### src/rtl/tmr_vote_monitor_if.sv
// Bundle carrying the three data copies, their qualifier and the clear
// request into the voter, plus the voted result and health status back out.
interface tmr_vote_monitor_if #(
  parameter int WIDTH     = 8,
  parameter int CNT_WIDTH = 8
);
  logic [WIDTH-1:0]     inA;
  logic [WIDTH-1:0]     inB;
  logic [WIDTH-1:0]     inC;
  logic                 validIn;
  logic                 clr;
  logic [WIDTH-1:0]     out;
  logic                 validOut;
  logic                 err;
  logic                 multiErr;
  logic [CNT_WIDTH-1:0] errCntA;
  logic [CNT_WIDTH-1:0] errCntB;
  logic [CNT_WIDTH-1:0] errCntC;
  logic                 faultA;
  logic                 faultB;
  logic                 faultC;

  // Upstream triplicated logic drives the copies and reads back status
  modport master (
    output inA, inB, inC, validIn, clr,
    input  out, validOut, err, multiErr,
    input  errCntA, errCntB, errCntC, faultA, faultB, faultC
  );

  // The voter/monitor itself
  modport slave (
    input  inA, inB, inC, validIn, clr,
    output out, validOut, err, multiErr,
    output errCntA, errCntB, errCntC, faultA, faultB, faultC
  );
endinterface

### src/rtl/tmr_vote_monitor.sv
// Collapses a triplicated bus into one registered majority vote and keeps
// per-copy health: saturating mismatch counters and a sticky fault flag that
// trips after PERSIST consecutive mismatching valid samples.
module tmr_vote_monitor #(
  parameter int WIDTH     = 8,
  parameter int CNT_WIDTH = 8,
  parameter int PERSIST   = 4
) (
  input  logic               clk,
  input  logic               rst,
  tmr_vote_monitor_if.slave  bus
);

  typedef enum logic [1:0] {
    LANE_OK      = 2'd0,
    LANE_SUSPECT = 2'd1,
    LANE_FAULT   = 2'd2
  } laneState_e;

  localparam logic [3:0]           PERSIST_RUN = 4'(PERSIST);
  localparam logic [CNT_WIDTH-1:0] CNT_MAX     = '1;

  logic [WIDTH-1:0]     vote;
  logic [WIDTH-1:0]     laneIn [3];
  logic [2:0]           laneMis;
  logic [CNT_WIDTH-1:0] laneCnt [3];
  logic [2:0]           laneFault;

  logic [WIDTH-1:0] out_q, out_d;
  logic             validOut_q, validOut_d;
  logic             err_q, err_d;
  logic             multiErr_q, multiErr_d;

  assign laneIn[0] = bus.inA;
  assign laneIn[1] = bus.inB;
  assign laneIn[2] = bus.inC;

  // Bitwise two-out-of-three majority of the copies
  always_comb begin
    vote = (bus.inA & bus.inB) | (bus.inB & bus.inC) | (bus.inA & bus.inC);
  end

  // A copy mismatches only on a qualified sample, however many bits differ
  always_comb begin
    laneMis = '0;
    for (int i = 0; i < 3; i++) begin
      laneMis[i] = bus.validIn && (laneIn[i] != vote);
    end
  end

  // Data path and error pulses; the vote is emitted even when it is suspect
  always_comb begin
    out_d      = out_q;
    validOut_d = bus.validIn;
    err_d      = |laneMis;
    multiErr_d = (laneMis[0] & laneMis[1]) | (laneMis[1] & laneMis[2]) |
                 (laneMis[0] & laneMis[2]);
    if (bus.validIn) begin
      out_d = vote;
    end
  end

  // Output registers
  always_ff @(posedge clk or posedge rst) begin
    if (rst) begin
      out_q      <= '0;
      validOut_q <= 1'b0;
      err_q      <= 1'b0;
      multiErr_q <= 1'b0;
    end else begin
      out_q      <= out_d;
      validOut_q <= validOut_d;
      err_q      <= err_d;
      multiErr_q <= multiErr_d;
    end
  end

  for (genvar g = 0; g < 3; g++) begin : gLane
    laneState_e           state_q, state_d;
    logic [3:0]           run_q, run_d;
    logic [3:0]           runInc;
    logic [CNT_WIDTH-1:0] cnt_q, cnt_d;
    logic                 fault;

    // Lane state, run length and mismatch counter registers
    always_ff @(posedge clk or posedge rst) begin
      if (rst) begin
        state_q <= LANE_OK;
        run_q   <= '0;
        cnt_q   <= '0;
      end else begin
        state_q <= state_d;
        run_q   <= run_d;
        cnt_q   <= cnt_d;
      end
    end

    // Next state: clear wins over a coincident mismatch, idle cycles hold
    always_comb begin
      state_d = state_q;
      run_d   = run_q;
      cnt_d   = cnt_q;
      runInc  = run_q + 4'd1;
      if (bus.clr) begin
        state_d = LANE_OK;
        run_d   = '0;
        cnt_d   = '0;
      end else if (bus.validIn) begin
        if (laneMis[g] && (cnt_q != CNT_MAX)) begin
          cnt_d = cnt_q + CNT_WIDTH'(1);
        end
        unique case (state_q)
          LANE_OK: begin
            if (laneMis[g]) begin
              run_d   = 4'd1;
              state_d = (PERSIST_RUN == 4'd1) ? LANE_FAULT : LANE_SUSPECT;
            end
          end
          LANE_SUSPECT: begin
            if (laneMis[g]) begin
              run_d = runInc;
              if (runInc == PERSIST_RUN) begin
                state_d = LANE_FAULT;
              end
            end else begin
              run_d   = '0;
              state_d = LANE_OK;
            end
          end
          LANE_FAULT: begin
            state_d = LANE_FAULT;
          end
          default: begin
            state_d = LANE_OK;
            run_d   = '0;
          end
        endcase
      end
    end

    // Fault flag decoded straight from the registered state
    always_comb begin
      fault = (state_q == LANE_FAULT);
    end

    assign laneCnt[g]   = cnt_q;
    assign laneFault[g] = fault;
  end

  assign bus.out      = out_q;
  assign bus.validOut = validOut_q;
  assign bus.err      = err_q;
  assign bus.multiErr = multiErr_q;
  assign bus.errCntA  = laneCnt[0];
  assign bus.errCntB  = laneCnt[1];
  assign bus.errCntC  = laneCnt[2];
  assign bus.faultA   = laneFault[0];
  assign bus.faultB   = laneFault[1];
  assign bus.faultC   = laneFault[2];

endmodule

### src/flat_wrapper.sv
// flat-port wrapper written by rule: the top's interface ports become plain ports
module tmr_vote_monitor_flat 
#(
  parameter int WIDTH     = 8,
  parameter int CNT_WIDTH = 8,
  parameter int PERSIST   = 4
)
  (clk, rst, bus_inA, bus_inB, bus_inC, bus_validIn, bus_clr, bus_out, bus_validOut, bus_err, bus_multiErr, bus_errCntA, bus_errCntB, bus_errCntC, bus_faultA, bus_faultB, bus_faultC);
  tmr_vote_monitor_if #(.WIDTH(WIDTH), .CNT_WIDTH(CNT_WIDTH)) bus_i ();
  input  logic clk;
  input  logic rst;
  input wire logic [$bits(bus_i.inA)-1:0] bus_inA;
  input wire logic [$bits(bus_i.inB)-1:0] bus_inB;
  input wire logic [$bits(bus_i.inC)-1:0] bus_inC;
  input wire logic [$bits(bus_i.validIn)-1:0] bus_validIn;
  input wire logic [$bits(bus_i.clr)-1:0] bus_clr;
  output wire logic [$bits(bus_i.out)-1:0] bus_out;
  output wire logic [$bits(bus_i.validOut)-1:0] bus_validOut;
  output wire logic [$bits(bus_i.err)-1:0] bus_err;
  output wire logic [$bits(bus_i.multiErr)-1:0] bus_multiErr;
  output wire logic [$bits(bus_i.errCntA)-1:0] bus_errCntA;
  output wire logic [$bits(bus_i.errCntB)-1:0] bus_errCntB;
  output wire logic [$bits(bus_i.errCntC)-1:0] bus_errCntC;
  output wire logic [$bits(bus_i.faultA)-1:0] bus_faultA;
  output wire logic [$bits(bus_i.faultB)-1:0] bus_faultB;
  output wire logic [$bits(bus_i.faultC)-1:0] bus_faultC;
  assign bus_i.inA = bus_inA;
  assign bus_i.inB = bus_inB;
  assign bus_i.inC = bus_inC;
  assign bus_i.validIn = bus_validIn;
  assign bus_i.clr = bus_clr;
  assign bus_out = bus_i.out;
  assign bus_validOut = bus_i.validOut;
  assign bus_err = bus_i.err;
  assign bus_multiErr = bus_i.multiErr;
  assign bus_errCntA = bus_i.errCntA;
  assign bus_errCntB = bus_i.errCntB;
  assign bus_errCntC = bus_i.errCntC;
  assign bus_faultA = bus_i.faultA;
  assign bus_faultB = bus_i.faultB;
  assign bus_faultC = bus_i.faultC;
  tmr_vote_monitor #(.WIDTH(WIDTH), .CNT_WIDTH(CNT_WIDTH), .PERSIST(PERSIST)) u_core (.clk(clk), .rst(rst), .bus(bus_i));
endmodule
### config.mk
export PLATFORM = sky130hd
export DESIGN_NAME = tmr_vote_monitor_flat
export DESIGN_NICKNAME = d
export VERILOG_FILES = /design/src/rtl/tmr_vote_monitor_if.sv /design/src/rtl/tmr_vote_monitor.sv /design/src/flat_wrapper.sv
export SDC_FILE = /design/constraint.sdc
export NUM_CORES = 1
export LEC_CHECK = 0
export BUFFER_PORTS_ARGS = -buffer_cell sky130_fd_sc_hd__buf_2
export CAP_MARGIN = 40
export CORE_UTILIZATION = 39
export DETAILED_ROUTE_END_ITERATION = 6
export GPL_TIMING_DRIVEN = 0
export PLACE_DENSITY_LB_ADDON = 0.05
export SLEW_MARGIN = 20
export SYNTH_ARGS = -nofsm -noshare
export SYNTH_HDL_FRONTEND = slang
export SYNTH_SLANG_ARGS = --single-unit
### constraint.sdc
create_clock -name clk -period 2.95 [get_ports clk]
set_clock_uncertainty 0.2 [all_clocks]
set_input_delay 0.59 -clock clk [delete_from_list [all_inputs] [get_ports clk]]
set_output_delay 0.59 -clock clk [all_outputs]
set_load 0.03 [all_outputs]
==> flow_summary_export.csv <==
group,metric,value,unit
outcome,status,"finished clean",
die,dieArea,0.00901,mm^2
logic_synthesis,syn_area,0.00337,mm^2
pwr,seqPwrFrac,0.497,
layout,fin_area,0.00393,mm^2
global_route,grt_pass1_vias,2729,
logic_synthesis,synth_top_flop_cell,"dfrtp_1",
setup_path,critPathTopFamily,"simple AND/OR/NAND/NOR gates",
logic_synthesis,synth_commonest_cells,"dfrtp_1, nand2_1, nor2_1, nand3_1",
global_route,gr-total-overflow,0,
min_path,hp-class,"input pin to asynchronous set/reset pin",
logic_synthesis,yosysWarnings,0,
layout,nNetsFinal,468,
clock_tree,post_cts_resized,0,
pwr,comb_power_share,0.199,
logic_synthesis,ys_ff_latch,53,
flow_run,cap_violations,0,
die,fp.dieW,94.9,um
logic_synthesis,yosysTopAreaCellShare,0.394,
sta,hold_viol_final,0,
logic_synthesis,ys_seq_area_frac,0.394,
pwr,power,1.60,mW
sta,relSlewSlack,0.544,
pwr,swShare,0.297,
detailed_routing,ant_nets,0,
detailed_routing,vias,2956,
clock_tree,cts_max_level,2,
setup_path,ff2ff_setup_slack,0.70,ns
detailed_routing,wl_met3,382,um
setup_path,path_cells,"buf_2 > and3b_1 > a2111oi_0 > nand4_1 > and3_1 > buf_6 > a21bo_1 > a21oi_1",
layout,regArea,0.00133,mm^2
detailed_routing,totalWireLength,7930,um
detailed_routing,wl_met1,3870,um
clock_tree,numCtsBuffers,5,
sta,setup_tns,0,ns
global_route,antenna_found_initial,0,
setup_path,critPathBufInv,2,
die,initial_core_util,0.406,
setup_path,r2r-end,"u_core.bus.errCntB[0]",
logic_synthesis,async_reset_ff_frac,1.00,
layout,drive_gt1_frac,0.220,
logic_synthesis,synth_area_leader_cell,"dfrtp_1",
setup_path,worst_path_largest_cell_delay,0.59,ns
pwr,p_clk_frac,0.303,
placed_design,gp_congestion,0.810,
clock_tree,clock_latency,0.30,ns
die,num_rows,33,
logic_synthesis,syn-instance-count,360,
pwr,p_sw,0.476,mW
clock_tree,hold_buffers,0,
detailed_routing,wl_met2,3560,um
setup_path,reg2reg_from,"u_core.bus.errCntB[0]",
global_route,grt_pass1_wl,13100,um
logic_synthesis,syn-num-nets,397,
pwr,ir_drop,235,uV
logic_synthesis,synthMostInstantiatedCell,"dfrtp_1",
logic_synthesis,syn_avg_cell_area,9.36,um^2
clock_tree,clockRootBuffer,"clkbuf_8",
sta,worst_pin_slew,0.684,ns
logic_synthesis,ys_types,46,
sta,fmax,367,MHz
die,fp.dieH,94.9,um
placed_design,post-place-ws,-0.149,ns
setup_path,cp_max_fo,8,
setup_path,r2r_cells,6,
die,io_pins,66,
global_route,grt_max_degree,54,
detailed_routing,via_per_inst,5.51,
detailed_routing,dr.pass1.iters,4,
clock_tree,clock-sinks,53,
placed_design,place.port_buffers,64,
layout,n_antenna_cell,0,
sta,fin_crit_sh,0.923,
detailed_routing,wl_per_cell,14.8,um
pwr,leakagePower,1.85,nW
pwr,p_int,1.12,mW
setup_path,end_kind,"flip-flop",
setup_path,cp_data_required_time,2.98,ns
layout,layout-area-overhead-vs-synth,16.6,%
pwr,power_density,408,mW/mm^2
setup_path,worstPathArrival,2.75,ns
layout,fillers,807,
layout,multi_input_area,0.00195,mm^2
setup_path,slowest_stage,"a2111oi_0",
placed_design,hpwl,5680,um
clock_tree,clkTransAtPathRegs,0.09,ns
clock_tree,cts_tree,"done",
die,core_area,0.00830,mm^2
clock_tree,cts_setup_buffers,0,
clock_tree,clock_path_buffers,2,
sta,setup_slack,0.227,ns
logic_synthesis,synth_edf_count,0,
detailed_routing,dr.first_iter.drc_count,136,
sta,min_period,2.72,ns
detailed_routing,top_layer,"met4",
sta,drv_slew,0,
global_route,globalRouteTotalUtil,0.187,
detailed_routing,drc,0,
sta,rsz0062_at_grt,"no",
setup_path,start_kind,"input pin",
placed_design,placed_area,0.00382,mm^2
sta,setup_violations,0,
setup_path,critical_path_class,"input pin to flip-flop",
logic_synthesis,synthTopCellsByArea,"dfrtp_1, mux2_2, nand2_1",
-- per-stage QoR --
stage	util	instances	hold WS (ns)
2_1_floorplan	-	360	0.258
3_3_place_gp	0.460	529	0.285
3_5_place_dp	0.461	529	0.286
4_1_cts	0.473	536	0.193
5_1_grt	0.473	536	0.192
6_report	0.473	536	0.191
-- cells by family (layout without fill, tap and decap cells) --
family                     count (synthesis)  count (layout)  share of synthesized area
DFF                                       53              53                      0.394
AOI/OAI and AO/OA                         61              61                      0.136
buffers and inverters                     23              94                     0.0279
adders and majority gates                 17              17                     0.0572
and+or+nand+nor                          173             173                      0.288
muxes                                     18              18                     0.0580
xor gates and xnor gates                  15              15                     0.0390
-- cell usage in the layout, fill, tap and decap left out, types with 8 or more instances in the layout --
master    Yosys  final
nor2b_1      14     14
nand3_1      17     17
inv_1        10      9
a21oi_1      14     14
ha_1          9      9
nand4_1       9      9
nand2_1      34     34
nand3b_1     10     10
maj3_1        8      8
clkbuf_1     11     11
dfrtp_1      53     53
and3b_1      12     12
xor2_1       10     10
and3_1       14     14
nor3b_1      13     13
mux2_2       12     12
nor2_1       32     32
buf_2         0     64
-- worst max-delay path by stage --
stage	from	endpoint	slack (ns)	cells after the start
3_5_place_dp	bus_validIn	u_core.gLane[1].run_q[0]	-0.15	6
6_report	bus_inB[1]	u_core.bus.errCntC[2]	0.23	8
4_1_cts	bus_validIn	u_core.gLane[1].run_q[0]	0.18	6
5_1_grt	bus_validIn	u_core.gLane[1].run_q[0]	0.08	6
3_3_place_gp	bus_validIn	u_core.gLane[1].run_q[0]	-0.1	6
2_1_floorplan	bus_inA[0]	u_core.bus.errCntC[2]	0.66	7
-- worst reg2reg max path, stage by stage, from the launching register on --
cell	delay (ns)
dfrtp_1	0.43
ha_1	0.23
and3_1	0.20
and3_1	0.16
clkbuf_1	0.16
nor3b_1	0.39
mux2_2	0.38
-- flip-flops by register name, summed over array words and instances (netlist names) --
register	cells
u_core.bus.out	8
u_core.bus.err	1
u_core.bus.errCntC	8
u_core.bus.multiErr	1
u_core.gLane.state_q	6
u_core.bus.validOut	1
u_core.bus.errCntB	8
u_core.gLane.run_q	12
u_core.bus.errCntA	8
-- power groups by stage --
stage               combinational (mW)  sequential (mW)  clock, mW
finish                           0.319            0.796      0.486
global route                     0.356            0.803      0.526
CTS                              0.323            0.796      0.509
detailed placement               0.322            0.810          0
global placement                 0.317            0.810          0
floorplan                        0.156            0.859          0
-- cell type report --
type,count,area share
multi-input combinational,284,0.496
sequential,53,0.338
timing repair buffer,64,0.0816
tap,105,0.0335
clock buffer,5,0.0175
buffer,13,0.0143
inverter,10,0.0102
clock inverter,2,0.00892
-- routing by layer --
metal  track usage  up-vias
li1              -     1460
met1         0.261     1410
met2         0.291       76
met3        0.0290       10
met4        0.0669        0
met5             0        -
Note: power is estimated with default switching activity, not from simulation.
